**config.mk**
```make
export PLATFORM = sky130hd
export DESIGN_NAME = ace_master_ctrl
export DESIGN_NICKNAME = d
export VERILOG_FILES = /design/src/rtl/ace_master_ctrl.sv
export SDC_FILE = /design/constraint.sdc
export NUM_CORES = 1
export LEC_CHECK = 0
export ABC_AREA = 1
export ABC_CLOCK_PERIOD_IN_PS = 2009
export CELL_PAD_IN_SITES_DETAIL_PLACEMENT = 0
export CELL_PAD_IN_SITES_GLOBAL_PLACEMENT = 2
export CORE_UTILIZATION = 33
export DETAILED_ROUTE_END_ITERATION = 10
export DONT_BUFFER_PORTS = 1
export PLACE_DENSITY = 0.83
export SLEW_MARGIN = 20
export SYNTH_ARGS = -nofsm -noshare
export SYNTH_HDL_FRONTEND = slang
export SYNTH_SLANG_ARGS = --single-unit
export TNS_END_PERCENT = 50
```
**constraint.sdc**
```tcl
create_clock -name clk -period 2.01 [get_ports clk]
set_input_delay 0.402 -clock clk [delete_from_list [all_inputs] [get_ports clk]]
set_output_delay 0.402 -clock clk [all_outputs]
set_load 0.03 [all_outputs]
```
**src/rtl/ace_master_ctrl.sv**
```systemverilog
// ace_master_ctrl: ACE master-side transaction sequencer for a cache controller.
// Runs write (AW/W/B), read-shared / make-unique (AR/R) and snoop (AC/CR[/CD])
// transactions. A failed or timed-out response is retried up to MAX_RETRY
// times before the transaction aborts.
// Build option: define ACE_SNOOP_DATA_EN to add the CD snoop data phase after a
// dirty snoop hit. When it is undefined, CD_VALID is tied low and every snoop
// ends after the CR handshake.
module ace_master_ctrl #(
    parameter int unsigned MAX_RETRY = 3,
    parameter int unsigned TIMEOUT   = 255
) (
    input  logic clk,
    input  logic rst_n,
    // cache-controller side
    input  logic write_req,
    input  logic read_req,
    input  logic invalid_req,
    output logic ace_ready,
    output logic ace_error,
    // datapath side
    input  logic B_okay,
    input  logic R_okay,
    input  logic snoop_miss,
    input  logic snoop_dirty,
    output logic write_clean_o,
    output logic read_shared_o,
    output logic make_unique_o,
    // write channels
    output logic AW_VALID,
    input  logic AW_READY,
    output logic W_VALID,
    input  logic W_READY,
    input  logic B_VALID,
    output logic B_READY,
    // read channels
    output logic AR_VALID,
    input  logic AR_READY,
    input  logic R_VALID,
    output logic R_READY,
    // snoop channels
    input  logic AC_VALID,
    output logic AC_READY,
    output logic CR_VALID,
    input  logic CR_READY,
    output logic CD_VALID,
    input  logic CD_READY
);

    localparam int unsigned RETRY_W = (MAX_RETRY > 0) ? $clog2(MAX_RETRY + 1) : 1;
    localparam int unsigned TMO_W   = 16;

    localparam logic [RETRY_W-1:0] RETRY_MAX = RETRY_W'(MAX_RETRY);
    localparam logic [TMO_W-1:0]   TMO_LAST  = TMO_W'(TIMEOUT - 1);

    typedef enum logic [2:0] {
        S_IDLE     = 3'd0,
        S_WADDR    = 3'd1,
        S_WDATA    = 3'd2,
        S_BRESP    = 3'd3,
        S_RADDR    = 3'd4,
        S_RDATA    = 3'd5,
`ifdef ACE_SNOOP_DATA_EN
        S_SNP_RESP = 3'd6,
        S_SNP_DATA = 3'd7
`else
        S_SNP_RESP = 3'd6
`endif
    } state_e;

    typedef enum logic [1:0] {
        OP_NONE      = 2'd0,
        OP_WRITE     = 2'd1,
        OP_RD_SHARED = 2'd2,
        OP_MK_UNIQUE = 2'd3
    } op_e;

    state_e               state_q;
    op_e                  op_q;
    logic [RETRY_W-1:0]   retry_q;
    logic [TMO_W-1:0]     tmo_q;
    logic                 snp_miss_q;
    logic                 snp_dirty_q;

    logic resp_wait_c;
    logic resp_valid_c;
    logic resp_okay_c;
    logic tmo_hit_c;
    logic resp_done_c;
    logic resp_fail_c;
    logic retry_left_c;
    logic abort_c;

    // Response evaluation for whichever response channel is being waited on
    assign resp_wait_c  = (state_q == S_BRESP) || (state_q == S_RDATA);
    assign resp_valid_c = (state_q == S_BRESP) ? B_VALID : R_VALID;
    assign resp_okay_c  = (state_q == S_BRESP) ? B_okay  : R_okay;
    assign tmo_hit_c    = (tmo_q == TMO_LAST);
    assign resp_done_c  = resp_wait_c && resp_valid_c && resp_okay_c;
    assign resp_fail_c  = resp_wait_c && (resp_valid_c ? !resp_okay_c : tmo_hit_c);
    assign retry_left_c = (retry_q < RETRY_MAX);
    assign abort_c      = resp_fail_c && !retry_left_c;

    // Sequencer: state, latched op / snoop result, retry and timeout counters
    always_ff @(posedge clk or negedge rst_n) begin
        if (!rst_n) begin
            state_q     <= S_IDLE;
            op_q        <= OP_NONE;
            retry_q     <= '0;
            tmo_q       <= '0;
            snp_miss_q  <= 1'b0;
            snp_dirty_q <= 1'b0;
        end else begin
            case (state_q)
                S_IDLE: begin
                    retry_q <= '0;
                    tmo_q   <= '0;
                    if (AC_VALID) begin
                        snp_miss_q  <= snoop_miss;
                        snp_dirty_q <= snoop_dirty;
                        state_q     <= S_SNP_RESP;
                    end else if (write_req) begin
                        op_q    <= OP_WRITE;
                        state_q <= S_WADDR;
                    end else if (read_req) begin
                        op_q    <= OP_RD_SHARED;
                        state_q <= S_RADDR;
                    end else if (invalid_req) begin
                        op_q    <= OP_MK_UNIQUE;
                        state_q <= S_RADDR;
                    end
                end

                S_WADDR: begin
                    if (AW_READY) begin
                        state_q <= S_WDATA;
                    end
                end

                S_WDATA: begin
                    if (W_READY) begin
                        tmo_q   <= '0;
                        state_q <= S_BRESP;
                    end
                end

                S_RADDR: begin
                    if (AR_READY) begin
                        tmo_q   <= '0;
                        state_q <= S_RDATA;
                    end
                end

                S_BRESP, S_RDATA: begin
                    if (resp_done_c) begin
                        op_q    <= OP_NONE;
                        state_q <= S_IDLE;
                    end else if (resp_fail_c) begin
                        if (retry_left_c) begin
                            retry_q <= retry_q + RETRY_W'(1);
                            state_q <= (op_q == OP_WRITE) ? S_WADDR : S_RADDR;
                        end else begin
                            op_q    <= OP_NONE;
                            state_q <= S_IDLE;
                        end
                    end else begin
                        tmo_q <= tmo_q + TMO_W'(1);
                    end
                end

                S_SNP_RESP: begin
                    if (CR_READY) begin
`ifdef ACE_SNOOP_DATA_EN
                        if (!snp_miss_q && snp_dirty_q) begin
                            state_q <= S_SNP_DATA;
                        end else begin
                            snp_miss_q  <= 1'b0;
                            snp_dirty_q <= 1'b0;
                            state_q     <= S_IDLE;
                        end
`else
                        snp_miss_q  <= 1'b0;
                        snp_dirty_q <= 1'b0;
                        state_q     <= S_IDLE;
`endif
                    end
                end

`ifdef ACE_SNOOP_DATA_EN
                S_SNP_DATA: begin
                    if (CD_READY) begin
                        snp_miss_q  <= 1'b0;
                        snp_dirty_q <= 1'b0;
                        state_q     <= S_IDLE;
                    end
                end
`endif

                default: begin
                    op_q    <= OP_NONE;
                    state_q <= S_IDLE;
                end
            endcase
        end
    end

    // Channel handshake outputs decoded from the registered state
    assign AC_READY = (state_q == S_IDLE);
    assign AW_VALID = (state_q == S_WADDR);
    assign W_VALID  = (state_q == S_WDATA);
    assign B_READY  = (state_q == S_BRESP);
    assign AR_VALID = (state_q == S_RADDR);
    assign R_READY  = (state_q == S_RDATA);
    assign CR_VALID = (state_q == S_SNP_RESP);

`ifdef ACE_SNOOP_DATA_EN
    assign CD_VALID = (state_q == S_SNP_DATA);
`else
    // Snoop data phase not built; latched snoop result and CD_READY have no reader
    logic unused_c;
    assign CD_VALID = 1'b0;
    assign unused_c = ^{CD_READY, snp_miss_q, snp_dirty_q};
`endif

    // Datapath op select, held for the whole transaction (OP_NONE in IDLE)
    assign write_clean_o = (op_q == OP_WRITE);
    assign read_shared_o = (op_q == OP_RD_SHARED);
    assign make_unique_o = (op_q == OP_MK_UNIQUE);

    // Completion pulses, valid in the response cycle that ends the transaction
    assign ace_ready = resp_done_c || abort_c;
    assign ace_error = abort_c;

endmodule

```
; After elaboration in Yosys (flattened, before gate mapping)
; Cells that the tools add are included.
[totals]
ff_bits = 23
out_inout_bits = 13
[classes]
n_eq_ne = 23
muxes = 33
bitwise_logic = 1
addsub = 2
n_reduce_logical = 17
order_cmp = 1
[ops]
columns = operator, n
row1 = $mux 16, 4
row2 = $pmux 16 s4, 1
row3 = $mux 3, 12
row4 = $mux 2, 10
row5 = $pmux 3 s6, 1
row6 = $add 16x1->16 const B, 1
row7 = $eq 16x8->1 const B, 1
row8 = $ne 2x2->1 const B, 5
row9 = $reduce_and 5->1, 2
row10 = $eq 3x3->1 const B, 3
row11 = $ne 2x1->1 const B, 4
row12 = $eq 3x2->1 const B, 2
row13 = $ne 3x3->1 const B, 2
row14 = $pmux 2 s3, 1
row15 = $reduce_and 6->1, 1
row16 = $ne 5x5->1 const B, 1
row17 = $eq 2x2->1 const B, 2
row18 = $logic_and 1x1->1, 4
row19 = $ne 4x4->1 const B, 1
row20 = $pmux 2 s2, 1
row21 = $reduce_and 4->1, 1
row22 = $reduce_bool 4->1, 1
row23 = $reduce_or 4->1, 1
row24 = $eq 3x1->1 const B, 1
row25 = 10 further kinds, 14

; Depth between registers and ports, before layout
; Gate-level depths: netlist of run 1.
[logic_depth]
word_depth = 8
ltp_mapped = 11
depth_no_buf = 10

; Least setup slack after synthesis of run 1
; Ideal clock, no wire load.
[synth_timing]
path_kind = register to output
from = reg state_q[1]
to = out ace_error
stages_incl_launch_ff = 9
required_time_ns = 1.608
arrival_time_ns = 1.884
path_slack_ns = -0.276
cell_sequence = dfrtp_1 buf_4 inv_2 nand2_1 nor2_2 nor2_4 inv_4 nand2_4 nor3_1
[synth_lines]
columns = element, line
row1 = "start, declared", 77  ; state_e state_q;
row2 = "start signal, assigned", 160  ; state_q <= (op_q == OP_WRITE) ? S_WADDR : S_RADDR;
row3 = $eq 3x3->1, -
row4 = named net R_READY, 39  ; output logic R_READY,
row5 = $logic_or 1x1->1, 94  ; assign resp_wait_c = (state_q == S_BRESP) || (state_q == S_RDATA);
row6 = $logic_and 1x1->1, 99  ; assign resp_fail_c = resp_wait_c && (resp_valid_c ? !resp_okay_c : tmo_hit_c);
row7 = $logic_and 1x1->1, 101  ; assign abort_c = resp_fail_c && !retry_left_c;
row8 = "end, declared", 19  ; output logic ace_error,
; The timed path passes the listed nets, and every way through them passes these cells.

; Worst setup path in the final report of run 1
[layout_timing]
from = reg tmo_q[0]
to = out ace_error
[layout_via]
elab_chain_cells = 4
[layout_rtl]
columns = element, line
row1 = "start, declared", 80  ; logic [TMO_W-1:0] tmo_q;
row2 = "start signal, assigned", 166  ; tmo_q <= tmo_q + TMO_W'(1);
row3 = $eq 16x8->1, 97  ; assign tmo_hit_c = (tmo_q == TMO_LAST);
row4 = $mux 1, 99
row5 = $logic_and 1x1->1, 99
row6 = $logic_and 1x1->1, 101
; No other way between the ends.

==> impl_metrics.env, run 1 <==
export IMPL_outcome="finished, final reports clean"
export IMPL_cts_tree="yes"
export IMPL_cp_end_kind="primary output"
export IMPL_min_path_cells=3
export IMPL_ir_drop_v=0.000703
export IMPL_grt_busiest_layer="met2"
export IMPL_slowest_delay_ps=400
export IMPL_reg2reg_slack_ps=250
export IMPL_synth_compound_area_share_pct=5.50
export IMPL_wl_per_cell_um=11.9
export IMPL_finClkSkew_ps=8.57
export IMPL_worstMarginPinSlew_ps=535
export IMPL_cts_buffers=3
export IMPL_routed_wl_mm=4.74
export IMPL_num_io_pins=30
export IMPL_leakage_uw=0.00111
export IMPL_num_rows=27
export IMPL_utilization_pct=40.6
export IMPL_ff_latch_area_um2=579
export IMPL_pre_cts_slack_ps=185
export IMPL_synth_area_um2=1870
export IMPL_diodes=0
export IMPL_gp_congestion=0.777
export IMPL_arrival_ps=1600
export IMPL_yosys_area_share_simple_pct=50.3
export IMPL_drcViolationCount=0
export IMPL_fin_crit_ps=2000
export IMPL_ys_seq_area_share_pct=30.8
export IMPL_syn_nets=318
export IMPL_finalSetupViolations=0
export IMPL_synth_top_family_by_area="simple AND/OR/NAND/NOR gates"
export IMPL_hold_viol=0
export IMPL_reg2regPathDepth=8
export IMPL_drt_iter0_markers=102
export IMPL_setup_slack_ps=11.2
export IMPL_dp_hpwl_mm=3.44
export IMPL_hold_end="op_q[1]"
export IMPL_core_um2=5470
export IMPL_die_h_um=77.2
export IMPL_fmax_ghz=0.500
export IMPL_portBuffers=0
export IMPL_synthXorXnorAreaFrac_pct=2.35
export IMPL_grt_pass1_wl_mm=8.20
export IMPL_slew_viol_final=0
export IMPL_period_share_pct=99.4
export IMPL_met3_usage_pct=1.79
export IMPL_path_cells="inv_2, ha_1, nand2_2, nor2_2, nand2_2, nand2_4, nand2_4, nor3_2, buf_4"
export IMPL_vias=1846
export IMPL_grt_start_max_net_pins=24
export IMPL_mostFrequentLayoutCell="nand2_1"
export IMPL_r2r_end="tmo_q[5]"
export IMPL_cp_slowest_cell="dfrtp_1"
export IMPL_grt_util_met2_pct=31.9
export IMPL_syn_inst=298
export IMPL_hp_start="write_req"
export IMPL_worstHoldPathType="in -> reg"
export IMPL_rsz0062_at_grt="true"
export IMPL_clk_latency_ps=270
export IMPL_syn_to_final_growth_pct=19.1
export IMPL_slew_headroom_pct=64.2
export IMPL_start_util_pct=34.1
export IMPL_critPathMaxFanout=4
export IMPL_syn_avg_cell_area_um2=6.26
export IMPL_fin_nets=347
export IMPL_r2r_start="state_q[2]"
export IMPL_yosysWarnings=0
export IMPL_grt_ovfl_total=0
export IMPL_grt_usage_pct=17.6
export IMPL_critPathKind="reg -> out"
export IMPL_synthAdderAreaFrac_pct=2.01
export IMPL_worstSetupStartpointType="register"
export IMPL_final_cell_mix="125 x nand2_1, 45 x nor2_1, 27 x buf_4, 21 x inv_1, 20 x dfrtp_1"
export IMPL_first_pass_iters=4
export IMPL_drive_gt1_share_pct=20.9
export IMPL_grt_pass1_vias=1758
export IMPL_powerDensity_nw_per_um2=1030
export IMPL_clk_pin_slew_worst_paths_ps=90
export IMPL_fillCellCount=619
export IMPL_dp_cells=381
export IMPL_grt_antenna_before_repair=0
export IMPL_cts_buffer_depth=2
export IMPL_numClockSinks=23
export IMPL_root_buffer="clkbuf_8"
export IMPL_final_cells=398
export IMPL_vias_per_cell=4.64
export IMPL_synth_mux_area_share_pct=0
export IMPL_die_w_um=77.2
export IMPL_yosysUniqueCellTypes=29
export IMPL_grt_use_met1_pct=21.6
export IMPL_cts_max_level=1
export IMPL_antenna_left=0
export IMPL_ys_ff_latch=23
export IMPL_crit_required_ps=1610
export IMPL_maxCapViolations=0
export IMPL_die_area_um2=5960
export IMPL_multi_input_area_um2=1150
[registers in the layout, summed over array words and instances (netlist names)]
signal and flops:
op_q 2, tmo_q 16, state_q 3, retry_q 2
[logic make-up after synthesis]
kind of cell | Yosys count
buf+inv | 35
xor+xnor | 5
other cells | 1
flops | 23
fa+ha+maj | 3
compound gates | 14
simple gates | 217
[power breakdown]
part	total (uW)	switching, uW	internal, uW	leakage [uW]
clock	306	167	139	0.0000255
combinational	1360	948	411	0.000773
sequential	625	89.4	535	0.000311
total	2290	1210	1090	0.00111
[cells in the mapped netlist]
library cell	number	area (um2)
nor3_1	4	20.0
nand3_1	10	50.1
nor2_2	4	25.0
buf_2	1	5.00
nand2_4	3	33.8
inv_2	4	15.0
a21oi_1	4	20.0
o21ai_0	1	5.00
inv_1	24	90.1
dfrtp_1	23	576
inv_4	1	6.26
o21ai_2	1	8.76
or2_2	3	18.8
nand2_1	128	480
xnor2_1	1	8.76
nor2_4	2	22.5
ha_1	3	37.5
buf_4	2	15.0
a21oi_4	1	16.3
xor2_1	4	35.0
buf_6	3	33.8
nand2_2	2	12.5
o21bai_1	7	52.6
or2_0	1	6.26
conb_1	1	3.75
nand4_1	11	68.8
nand3b_1	1	7.51
nor2_1	46	173
nand3_2	2	20.0
[critical path: cells and delay by family, from the launching register on]
family / cells / cell delay, ps
buf+inv: 2 / 250
flops: 1 / 400
simple gates: 6 / 520
fa+ha+maj: 1 / 160
[per-layer routing]
metal	up-vias	routed length, um
li1	982	-
met1	835	2100
met2	25	2480
met3	4	98
met4	0	58
met5	-	0
[worst max-delay path by stage]
stage                     startpoint        end  depth (start not counted)
after global routing        tmo_q[0]  ace_error                          9
after global placement      tmo_q[0]  ace_error                          9
after detailed placement    tmo_q[0]  ace_error                          9
after floorplan           state_q[1]  ace_error                          8
after CTS                   tmo_q[0]  ace_error                          9
final                       tmo_q[0]  ace_error                          9
[through the flow]
step	hold WS, ps	total power [uW]	TNS (ps)	instance area (um2)
floorplan	106	1680	-13.1	1880
global placement	107	1900	0	2040
detailed placement	107	1910	0	2040
CTS	316	2260	-3.67	2180
global route	318	2500	-187	2220
finish	310	2290	0	2220
[what timing repair did]
item / 4_1_cts / 5_1_grt
setup buffers: 7 / 4
endpoints found under the setup margin: 2 / 2
hold endpoints to repair: 23 / 0
hold buffers: 2 / 0
pin swaps: 2 / 2
resized for setup: 5 / 7
[area by class of cell]
class                           count  area share (%)
Sequential cell                    23            26.1
Timing Repair Buffer               30            11.0
Clock inverter                      1           0.225
Clock buffer                        3            1.86
Tap cell                           72            4.05
Inverter                           29            5.12
Multi-Input combinational cell    240            51.7
No activity file was read; power rests on OpenSTA's default activity.
==> run 2, diff against run 1 <==
Settings changed: ABC_CLOCK_PERIOD_IN_PS 2009 to 1750, CORE_UTILIZATION 33 to 30, PLACE_DENSITY 0.83 to 0.8.
Clock period 2.01 ns to 1.75 ns, I/O delays scaled along.
==> run 2 against run 1 <==
The flow now finishes with violations (negative setup slack). Critical endpoint unchanged. Die area rose by 9.7%. Worst hold slack got worse by 51 ps. Global-route usage fell by 0.27 points. Critical path depth fell by 1. Final cell count rose by 3.5%. Critical path type unchanged. Largest cell class unchanged.
==> impl_metrics.env, run 2 (synthesis gave the netlist of run 1 again) <==
export IMPL_slew_viol_final=0
export IMPL_ir_drop_v=0.000779
export IMPL_num_io_pins=30
export IMPL_first_pass_iters=4
export IMPL_gp_congestion=0.786
export IMPL_dp_hpwl_mm=3.77
export IMPL_fillCellCount=654
export IMPL_crit_required_ps=1400
export IMPL_portBuffers=0
export IMPL_rsz0062_at_grt="true"
export IMPL_vias=1853
export IMPL_violations="negative setup slack"
export IMPL_start_util_pct=31.3
export IMPL_crit_path_frequent_cell="nand2_4"
export IMPL_r2r_end="tmo_q[8]"
export IMPL_clk_latency_ps=280
export IMPL_routed_wl_mm=4.98
export IMPL_min_path_cells=3
export IMPL_root_buffer="clkbuf_8"
export IMPL_reg2regPathDepth=11
export IMPL_cts_buffer_depth=2
export IMPL_worstSetupStartpointType="register"
export IMPL_drive_gt1_share_pct=26.7
export IMPL_ff_latch_area_um2=579
export IMPL_slew_headroom_pct=64.0
export IMPL_cts_tree="yes"
export IMPL_reg2reg_slack_ps=20
export IMPL_cp_slowest_cell="dfrtp_2"
export IMPL_outcome="complete, but fails checks"
export IMPL_hold_viol=0
export IMPL_fmax_ghz=0.514
export IMPL_slowest_delay_ps=450
export IMPL_grt_ovfl_total=0
export IMPL_critPathKind="reg -> out"
export IMPL_largest_reg_flops=16
export IMPL_grt_start_max_net_pins=24
export IMPL_wl_per_cell_um=12.1
export IMPL_die_w_um=80.9
export IMPL_finClkSkew_ps=7.62
export IMPL_final_cells=412
export IMPL_final_cell_mix="122 x nand2_1, 42 x nor2_1, 36 x buf_4, 20 x dfrtp_1, 18 x inv_1"
export IMPL_path_cells="buf_6, nand3_4, nand2_1, o21ai_2, nand2_4, nand2_4, nor3_4, buf_12"
export IMPL_worstHoldPathType="in -> reg"
export IMPL_die_h_um=80.9
export IMPL_fin_nets=358
export IMPL_r2r_start="state_q[1]"
export IMPL_numClockSinks=23
export IMPL_grt_pass1_vias=1892
export IMPL_multi_input_area_um2=1220
export IMPL_whs_ps=260
export IMPL_finalSetupViolations=2
export IMPL_p_total_uw=3000
export IMPL_vias_per_cell=4.50
export IMPL_cts_buffers=3
export IMPL_core_um2=5960
export IMPL_fin_crit_ps=1950
export IMPL_drt_iter0_markers=54
export IMPL_num_rows=28
export IMPL_mostFrequentLayoutCell="nand2_1"
export IMPL_grt_usage_pct=17.3
export IMPL_arrival_ps=1600
export IMPL_syn_to_final_growth_pct=29.7
export IMPL_maxCapViolations=0
export IMPL_period_share_pct=111
export IMPL_worstMarginPinSlew_ps=538
export IMPL_top_regs="tmo_q x16, state_q x3"
export IMPL_grt_pass1_wl_mm=8.66
export IMPL_regMostFlops="tmo_q"
export IMPL_diodes=0
export IMPL_critPathMaxFanout=4
export IMPL_leakage_uw=0.00118
export IMPL_cp_end_kind="primary output"
export IMPL_cts_max_level=1
export IMPL_dp_cells=397
export IMPL_powerDensity_nw_per_um2=1240
export IMPL_antenna_left=0
export IMPL_drcViolationCount=0
export IMPL_setup_slack_ps=-196
export IMPL_grt_antenna_before_repair=0
export IMPL_die_area_um2=6540
export IMPL_hold_end="op_q[1]"
export IMPL_hp_start="write_req"
export IMPL_clk_pin_slew_worst_paths_ps=100
[run 2: cell count changes in the layout (fill, tap and decap cells not counted), sizes merged]
cell / previous run / this run
buf: 29 / 40
clkinvlp: 0 / 1
inv: 29 / 28
[run 2: how the worst max path moves through the flow]
stage	from	slack [ps]	end
floorplan	state_q[0]	-30	ace_ready
global placement	state_q[2]	-30	tmo_q[6]
detailed placement	state_q[2]	-70	tmo_q[8]
CTS	tmo_q[0]	-220	ace_error
global route	state_q[1]	-300	ace_error
finish	state_q[1]	-200	ace_error
[run 2: worst max-delay path, delay by kind of cell, from the launching register on]
| kind | cells | cell delay (ps) |
|---|---|---|
| DFF | 1 | 450 |
| AOI/OAI and AO/OA | 1 | 90 |
| and+or+nand+nor | 5 | 520 |
| buffers and inverters | 2 | 260 |
[run 2: stage by stage]
stage / utilization, % / setup TNS [ps] / setup slack (ps) / instance area (um2)
2_1_floorplan: - / -29.3 / -25.1 / 1920
3_3_place_gp: 36.8 / -294 / -28.4 / 2190
3_5_place_dp: 36.8 / -807 / -71.9 / 2190
4_1_cts: 38.8 / -589 / -222 / 2310
5_1_grt: 40.7 / -1630 / -300 / 2420
6_report: 40.7 / -360 / -196 / 2420
[run 2: final cells by class]
type / count / area share [%]
Tap cell: 75 / 3.88
Inverter: 29 / 5.12
Clock buffer: 3 / 1.71
Multi-Input combinational cell: 240 / 50.5
Timing Repair Buffer: 41 / 14.5
Clock inverter: 1 / 0.310
Sequential cell: 23 / 23.9
[run 2: where the power goes]
group | leakage (uW) | switching, uW | total, uW | internal (uW)
Clock | 0.0000217 | 202 | 364 | 162
Combinational | 0.000847 | 1250 | 1920 | 675
Sequential | 0.000311 | 102 | 717 | 615
[run 2: per-layer routing]
metal  up-vias  global-route usage, %  part of all wire (%)
met5         -                      0                     0
met4         0                   3.04                  0.46
met1       829                   20.5                    45
met3         2                   2.81                   2.6
met2        23                   32.6                    51
li1        999                      -                     -
[run 2: what timing repair did]
| item | in CTS | in global routing |
|---|---|---|
| buffers inserted | 2 | 7 |
| hold endpoints to repair | 23 | 0 |
| endpoints found under the setup margin | 19 | 23 |
| gates resized for setup | 12 | 15 |
| hold buffers | 2 | 0 |
| pin swaps | 3 | 9 |
